<file path="config.mk">
export PLATFORM = sky130hd
export DESIGN_NAME = processor
export DESIGN_NICKNAME = d
export VERILOG_FILES = /design/src/rtl/processor_pkg.sv /design/src/rtl/processor_alu.sv /design/src/rtl/processor.sv
export SDC_FILE = /design/constraint.sdc
export NUM_CORES = 1
export LEC_CHECK = 0
export ABC_AREA = 1
export CAP_MARGIN = 20
export CORE_ASPECT_RATIO = 1.5
export CORE_MARGIN = 8
export CORE_UTILIZATION = 50
export DETAILED_ROUTE_END_ITERATION = 12
export DONT_BUFFER_PORTS = 1
export GPL_TIMING_DRIVEN = 0
export PLACE_DENSITY = 0.7
export SLEW_MARGIN = 10
export SYNTH_ARGS = -nofsm -noshare
export SYNTH_HDL_FRONTEND = slang
export SYNTH_HIERARCHICAL = 1
export SYNTH_SLANG_ARGS = --single-unit
</file>
<file path="constraint.sdc">
create_clock -name clk -period 7.75 [get_ports clk]
set_clock_uncertainty 0.2 [all_clocks]
set_input_delay 1.1625 -clock clk [delete_from_list [all_inputs] [get_ports clk]]
set_output_delay 1.1625 -clock clk [all_outputs]
set_load 0.01 [all_outputs]
</file>
<file path="src/rtl/processor_pkg.sv">
// Shared constants for the accumulator processor: data width, instruction
// field positions and opcode encodings.
package processor_pkg;
  localparam int DATA_W   = 8;
  localparam int NUM_REGS = 8;

  localparam int OPC_HI = 10;
  localparam int OPC_LO = 8;
  localparam int REG_HI = 7;
  localparam int REG_LO = 5;
  localparam int IMM_HI = 7;
  localparam int IMM_LO = 0;

  localparam logic [2:0] OP_LDI = 3'b000;
  localparam logic [2:0] OP_ADD = 3'b001;
  localparam logic [2:0] OP_MOV = 3'b010;
  localparam logic [2:0] OP_SUB = 3'b011;
  localparam logic [2:0] OP_AND = 3'b100;
  localparam logic [2:0] OP_OR  = 3'b101;
  localparam logic [2:0] OP_XOR = 3'b110;
  localparam logic [2:0] OP_NOT = 3'b111;
endpackage

</file>
<file path="src/rtl/processor_alu.sv">
// Combinational ALU: computes the new accumulator value, its sign and the
// two's-complement overflow of ADD/SUB.
module processor_alu
  import processor_pkg::*;
(
  input  logic [2:0]        opcode,
  input  logic [DATA_W-1:0] acc,
  input  logic [DATA_W-1:0] operand,
  output logic [DATA_W-1:0] result,
  output logic              sign,
  output logic              overflow
);
  always_comb begin
    result   = acc;
    overflow = 1'b0;
    case (opcode)
      OP_LDI: result = operand;
      OP_ADD: begin
        result   = acc + operand;
        overflow = (acc[DATA_W-1] == operand[DATA_W-1]) &&
                   (result[DATA_W-1] != acc[DATA_W-1]);
      end
      OP_MOV: result = acc;  // value copied into the register file
      OP_SUB: begin
        result   = acc - operand;
        overflow = (acc[DATA_W-1] != operand[DATA_W-1]) &&
                   (result[DATA_W-1] != acc[DATA_W-1]);
      end
      OP_AND: result = acc & operand;
      OP_OR:  result = acc | operand;
      OP_XOR: result = acc ^ operand;
      OP_NOT: result = ~acc;
      default: result = acc;
    endcase
  end

  assign sign = result[DATA_W-1];
endmodule

</file>
<file path="src/rtl/processor.sv">
// Accumulator processor top: execute-request edge detector, register file,
// accumulator and registered observation outputs.
module processor
  import processor_pkg::*;
(
  input  logic                clk,
  input  logic                reset,
  input  logic [10:0]         instruction,
  input  logic                execute_next,
  output logic [DATA_W-1:0]   output_result,
  output logic                signflag,
  output logic                overflowflag,
  output logic [DATA_W-1:0]   accummulator,
  output logic [DATA_W-1:0]   R1,
  output logic [2:0]          regsiter_operand,
  output logic [2:0]          opcode
);
  logic [DATA_W-1:0] regs_reg [NUM_REGS];
  logic [DATA_W-1:0] acc_reg;
  logic [DATA_W-1:0] result_reg;
  logic              sign_reg;
  logic              overflow_reg;
  logic [2:0]        opcode_reg;
  logic [2:0]        rop_reg;
  logic              exec_prev_reg;

  logic [2:0]        inst_op;
  logic [2:0]        inst_reg;
  logic [DATA_W-1:0] inst_imm;
  logic [DATA_W-1:0] alu_operand;
  logic [DATA_W-1:0] alu_result;
  logic              alu_sign;
  logic              alu_overflow;
  logic              fire;

  assign inst_op  = instruction[OPC_HI:OPC_LO];
  assign inst_reg = instruction[REG_HI:REG_LO];
  assign inst_imm = instruction[IMM_HI:IMM_LO];
  assign fire     = execute_next && !exec_prev_reg;

  // LDI takes the immediate; every other op reads the pre-edge register value.
  assign alu_operand = (inst_op == OP_LDI) ? inst_imm : regs_reg[inst_reg];

  processor_alu u_alu (
    .opcode   (inst_op),
    .acc      (acc_reg),
    .operand  (alu_operand),
    .result   (alu_result),
    .sign     (alu_sign),
    .overflow (alu_overflow)
  );

  always_ff @(posedge clk) begin
    if (reset) begin
      for (int i = 0; i < NUM_REGS; i++) regs_reg[i] <= '0;
      acc_reg       <= '0;
      result_reg    <= '0;
      sign_reg      <= 1'b0;
      overflow_reg  <= 1'b0;
      opcode_reg    <= '0;
      rop_reg       <= '0;
      exec_prev_reg <= 1'b0;
    end else begin
      exec_prev_reg <= execute_next;
      if (fire) begin
        opcode_reg <= inst_op;
        rop_reg    <= inst_reg;
        result_reg <= alu_result;
        if (inst_op == OP_MOV) begin
          regs_reg[inst_reg] <= acc_reg;
        end else begin
          acc_reg      <= alu_result;
          sign_reg     <= alu_sign;
          overflow_reg <= alu_overflow;
        end
      end
    end
  end

  assign output_result    = result_reg;
  assign signflag         = sign_reg;
  assign overflowflag     = overflow_reg;
  assign accummulator     = acc_reg;
  assign R1               = regs_reg[1];
  assign regsiter_operand = rop_reg;
  assign opcode           = opcode_reg;
endmodule

</file>
=== Yosys cells after proc, flatten, opt, wreduce, memory -nomap -nowiden ===
Memories as Yosys holds them, arrays and structs flattened.
Index checks and enable logic that the tools add are counted.
W data, S select, Z words.

* Add/subtract/negate cells: 2
* $mul: 0
* Div/mod/pow operators: 0
* $lt $le $gt $ge: 0
* Equality and inequality tests: 11
* Shifts and indexed selects: 0
* Multiplexer cells: 12
* Bitwise gates (word level): 5
* Reduce and logical (&&, ||, !) cells: 7

{| class="wikitable"
|+ Operator list
! cell !! count
|-
| $pmux W8 S8 || 1
|-
| $mux W8 || 2
|-
| $eq A3 B3 Y1 const B || 4
|-
| $add A8 B8 Y8 || 1
|-
| $and A8 B8 Y8 || 1
|-
| $not A8 Y8 || 1
|-
| $or A8 B8 Y8 || 1
|-
| $reduce_or A8 Y1 || 1
|-
| $sub A8 B8 Y8 || 1
|-
| $xor A8 B8 Y8 || 1
|-
| $mux W1 || 7
|-
| $eq A3 B2 Y1 const B || 2
|-
| $eq A3 B1 Y1 const B || 1
|-
| $logic_and A1 B1 Y1 || 3
|-
| $logic_not A3 Y1 || 1
|-
| $mux W3 || 1
|-
| $ne A1 B1 Y1 || 3
|-
| $pmux W1 S2 || 1
|-
| $reduce_and A2 Y1 || 1
|-
| $eq A1 B1 Y1 || 1
|-
| $logic_not A1 Y1 || 1
|-
| $not A1 Y1 || 1
|}

* Flip-flop bits (word level): 25
* Latch bits: 0
* Memory bits (writable): 64
* Memory bits (read-only): 0
* Input bits: 14
* Output and inout port bits: 32
* Logic and storage cells: 45
* Memories: 1

{| class="wikitable"
|+ Memories
! name !! words !! width !! rd ports !! clocked after Yosys merged registers in !! wr ports !! RTL line !! text
|-
| regs_reg || 8 || 8 || 2 || 0 || 8 || processor.sv:18 || <nowiki>logic [DATA_W-1:0] regs_reg [NUM_REGS];</nowiki>
|}

=== Depth between registers and ports, before layout ===
* Word-level depth: 7
* Mapped depth: 26
* Depth with buffers taken out: 23

=== Hierarchy ===
Netlist, hierarchy kept.

{| class="wikitable"
|+ By module, submodules not included
! module !! instances !! cells each !! area an instance (µm²) !! seq. area each (µm²)
|-
| processor || 1 || 468 || 3957.5 || 2422.3
|-
| processor_alu || 1 || 265 || 1438.9 || 0.0
|}

=== Least setup slack after synthesis ===
OpenSTA, ideal clock, no wires.

* Path type: input -> register
* From: input instruction[5]
* To: register acc_reg[2], in the netlist accummulator[2]
* Library setup time: 0.122 ns
* Arrival: 3.456 ns
* Data required time: 7.428 ns
* Setup slack: 3.972 ns
* Stages on the path: 21
* Path buffers: 2
* Cell sequence: buf_2 -> clkinv_1 -> buf_2 -> nand2_1 -> nand2_1 -> nand2_1 -> nand2_1 -> nand2_1 -> nand2_1 -> nand2_1 -> nand2_1 -> ha_1 -> inv_1 -> fa_1 -> or2_2 -> nand3_1 -> o21ai_1 -> nor2_1 -> o211ai_1 -> o21ai_0 -> a21oi_1

* Longest elaborated chain between the ends: 4
* Elaborated cells on any way between the ends: 8
* Those cells by class: add/sub (2); mux (2); bitwise (3); memory (1)

{| class="wikitable"
|+ RTL lines
! element !! RTL line !! text
|-
| start: declaration || processor.sv:8 || <nowiki>input logic [10:0] instruction,</nowiki>
|-
| $mem_v2 Z8 W8 (*) || - ||
|-
| $mux W8 (*) || processor.sv:42 || <nowiki>assign alu_operand = (inst_op == OP_LDI) ? inst_imm : regs_reg[inst_reg];</nowiki>
|-
| named net alu_operand[0] || processor.sv:30 || <nowiki>logic [DATA_W-1:0] alu_operand;</nowiki>
|-
| $sub A8 B8 Y8 or $add A8 B8 Y8 (tied branches) || processor_alu.sv:25, processor_alu.sv:19 ||
|-
| $pmux W8 S8 (*) || processor_alu.sv:16 || <nowiki>case (opcode)</nowiki>
|-
| named net alu_result[2] || processor.sv:31 || <nowiki>logic [DATA_W-1:0] alu_result;</nowiki>
|-
| end signal: assignment || processor.sv:72 || <nowiki>acc_reg <= alu_result;</nowiki>
|-
| end: declaration || processor.sv:19 || <nowiki>logic [DATA_W-1:0] acc_reg;</nowiki>
|}

The timed path passes the listed nets; every way through them passes the cells marked *.
A chain may end at the register's enable or synchronous reset.

=== Worst setup path after layout ===
* From: input instruction[5]
* To: register acc_reg[6], in the netlist accummulator[6]

The elaborated chain is that of the path after synthesis.

==> summary.md <==
| Metric | Value |
|---|---|
| Asr flop ratio synth | 0% |
| Fill count | ~1000 |
| Post-route ant nets | 0 |
| Drt pass-1 iters | 7 |
| I/O pin total | 46 |
| LEAKAGE | ~0.0027 uW |
| Post-synth top area share | between 30% and 40% |
| Largest cells by area after synthesis | edfxtp_1, nand2_1, dfxtp_1 |
| Max-cap violations | 0 |
| Final hold slack | between 0.3 and 0.4 ns |
| Yosys warns | 6 |
| # rows | 46 |
| CTS Buf Count | 9 |
| Grt total ovfl | 0 |
| Total number of H-tree levels | 3 |
| Max reg flops | 64 |
| Min-Delay Path Class | reg2reg |
| Yosys top cell by area | edfxtp_1 |
| Number of flops mapped to enable cells by yosys | 64 |
| Rel. slew slack | between 60% and 70% |
| CP max FO | 10 |
| Final Routed Wirelength | 15.4 mm |
| Setup TNS | 0 ns |
| Synthesized instance count | approximately 730 |
| Syn nets | 772 |
| Total number of vias | approximately 4800 |
| Worst-Skew Late Latency | 0.35 ns |
| Final period util | between 50% and 60% |
| IO buf count | 0 |
| DP Area | around 0.0056 sq mm |
| Worst Setup EP | accummulator[6] |
| CP startpoint kind | input port |
| Hold_buf cts | 0 |
| Compound-Gate Fraction of Synth Area | slightly above 6% |
| Synth Area in Adders | under 10% |
| Post-synth cell types | 35 |
| Tmin final | roughly 4.3 ns |
| Post-synth top flop | edfxtp_1 |
| Initial antenna violation count | 0 |
| Initial DRC count | 345 |
| Max Clock Freq | approximately 230 MHz |
| Clk buf depth | 2 |
| PostCTS Resize Cnt | 0 |
| Die Y | around 140 um |
| Largest net degree at the start of global routing | 17 |
| Setup repair after global routing missed its margin | false |
| Simple-gate share of the synthesized area | a little over a third |
| Post-Synth XOR/XNOR Area | less than 1% |
| Crit Path Category | in2reg |
| Vias in the first global route | around 4700 |
| Count leader, synth | nand2_1 |
| Die ar. | roughly 0.014 sq mm |
| Post-synthesis instance area | approximately 0.0054 sq mm |
| Status | completed |
| RR Startpoint | regs_reg[1][4] |
| R2R cell count | 23 |
| Most common library cells after synthesis | nand2_1, nor2_1, edfxtp_1, inv_1, nand3_1 |
| Diode count | 0 |
| First-pass GRT wire length | about 25 mm |
| Post-DP HPWL | between 10 and 15 mm |
| Starting Density | about half |
| Final setup viols | 0 |
| Core area | between 0.01 and 0.015 sq mm |
| Post-CTS Setup Bufs | 0 |
| Pwr dens | 203 mW/mm^2 |
| Worst path arrival time | ~4.3 ns |
| Reg2Reg Setup Slack | around 4.5 ns |
| Cell area after layout | just under 0.006 sq mm |
| Worst R2R End | accummulator[7] |
| Synth Register Bits | a little under 90 |
| Count of pins over their slew limit | 0 |
| Post-detailed-route wirelength per cell | roughly 17 um |
| Sequential area share after synthesis | 44.9% |
| Area growth, synth to finish | 8.30% |
| Clock-pin slew on the worst setup and hold paths | about 0.070 ns |
| Pin slew with the least headroom to its limit | around 0.54 ns |
| Share of layout cells above drive strength 1 | between 7 and 8% |
| Critical path capture point type | flop |
| Largest family of logic cells by synthesized area | simple AND/OR/NAND/NOR gates |
| CTS tree | yes |
| Die Span X | slightly above 100 um |
| WP data required | a little under 8 ns |
| Syn Area/Cell | ~7.4 sq um |
| Hold Vio Cnt, Final | 0 |
| Final #Nets | between 700 and 800 |
| CP startpoint | instruction[5] |
| TritonCTS Sinks | just under 90 |
| Peak supply drop | ~100 uV |
| DRC | 0 |
| Root Driver | clkbuf_16 |
| Tot GR Track Use | 22.5% |
| Vias per std cell | between 5 and 6 |
| Placer Congestion | 1.01 |
| Mux share of post-synthesis cell area | 0% |
## cell families (layout without fill, tap and decap cells)
logic type               after synthesis  in the layout
buffers and inverters                 99            115
AND/OR/NAND/NOR                      455            455
AO/OA/AOI/OAI                         63             63
adder cells (fa/ha/maj)               25             25
XOR/XNOR                               2              2
flip-flops                            89             89
## layout by cell type (no fill, tap or decap), types with 5 or more instances in the layout
cell type / Yosys / final
a21oi_1: 21 / 21
buf_2: 9 / 9
clkbuf_1: 12 / 13
clkbuf_16: 0 / 9
clkinv_1: 10 / 10
dfxtp_1: 25 / 25
edfxtp_1: 64 / 64
ha_1: 23 / 23
inv_1: 55 / 55
inv_2: 8 / 8
nand2_1: 256 / 256
nand2_2: 7 / 7
nand3_1: 38 / 38
nand3_2: 5 / 5
nand4_1: 14 / 14
nor2_1: 123 / 123
nor3_1: 5 / 5
o21ai_0: 28 / 28
o21ai_1: 5 / 5
## metrics by stage
step | cells | setup slack [ns] | utilization, % | power (uW)
final | 893 | 3.47 | 55.5 | 1190
after detailed placement | 877 | 3.16 | 52.9 | 792
after global placement | 877 | 3.20 | 52.9 | 787
after floorplan | 733 | 3.97 | - | 725
after CTS | 893 | 3.53 | 55.5 | 1190
after global routing | 893 | 3.13 | 55.5 | 1240
## how the worst min path moves through the flow
stage            startpoint            to  slack (ns)  cells past startpoint
4_1_cts        overflowflag  overflowflag        0.36                      2
3_3_place_gp       signflag      signflag        0.35                      2
2_1_floorplan  overflowflag  overflowflag        0.31                      2
3_5_place_dp   overflowflag  overflowflag        0.35                      2
6_report       overflowflag  overflowflag        0.36                      2
5_1_grt        overflowflag  overflowflag        0.40                      2
## power breakdown
part	switching (uW)	internal, uW
Clock	183	219
Sequential	25.5	532
Combinational	160	66.9
Total	369	817
## cell type report
type / count / area, sq um / share of cell area [%]
multi-input combinational: 545 / 2570 / 44.0
sequential: 89 / 2420 / 41.4
inverter: 73 / 274 / 4.69
clock buffer: 10 / 229 / 3.92
tap: 144 / 180 / 3.08
buffer: 26 / 131 / 2.25
clock inverter: 6 / 38.8 / 0.664
## per-layer routing
| metal | global-route usage, % | wire, um | vias up |
|---|---|---|---|
| met3 | 4.29 | 932 | 43 |
| met5 | 0 | 0 | - |
| li1 | - | - | 2368 |
| met1 | 22.8 | 5400 | 2183 |
| met4 | 14.1 | 808 | 0 |
| met2 | 41.0 | 8220 | 179 |
## worst max-delay path: stages
cell	delay [ns]
buf_2	0.16
clkbuf_1	0.42
nand2_1	0.10
nand2_1	0.10
nand2_1	0.06
nand2_1	0.11
nand2_1	0.06
nand2_1	0.10
nand2_1	0.07
nand2_1	0.14
ha_1	0.32
inv_1	0.09
fa_1	0.39
inv_1	0.07
nand2_1	0.06
nand3_1	0.16
nand3_1	0.11
nand2_1	0.07
nand2_1	0.04
nand3_1	0.07
nand4_1	0.16
o21ai_0	0.21
a21oi_1	0.05
Power figures use the tool's default switching activity.
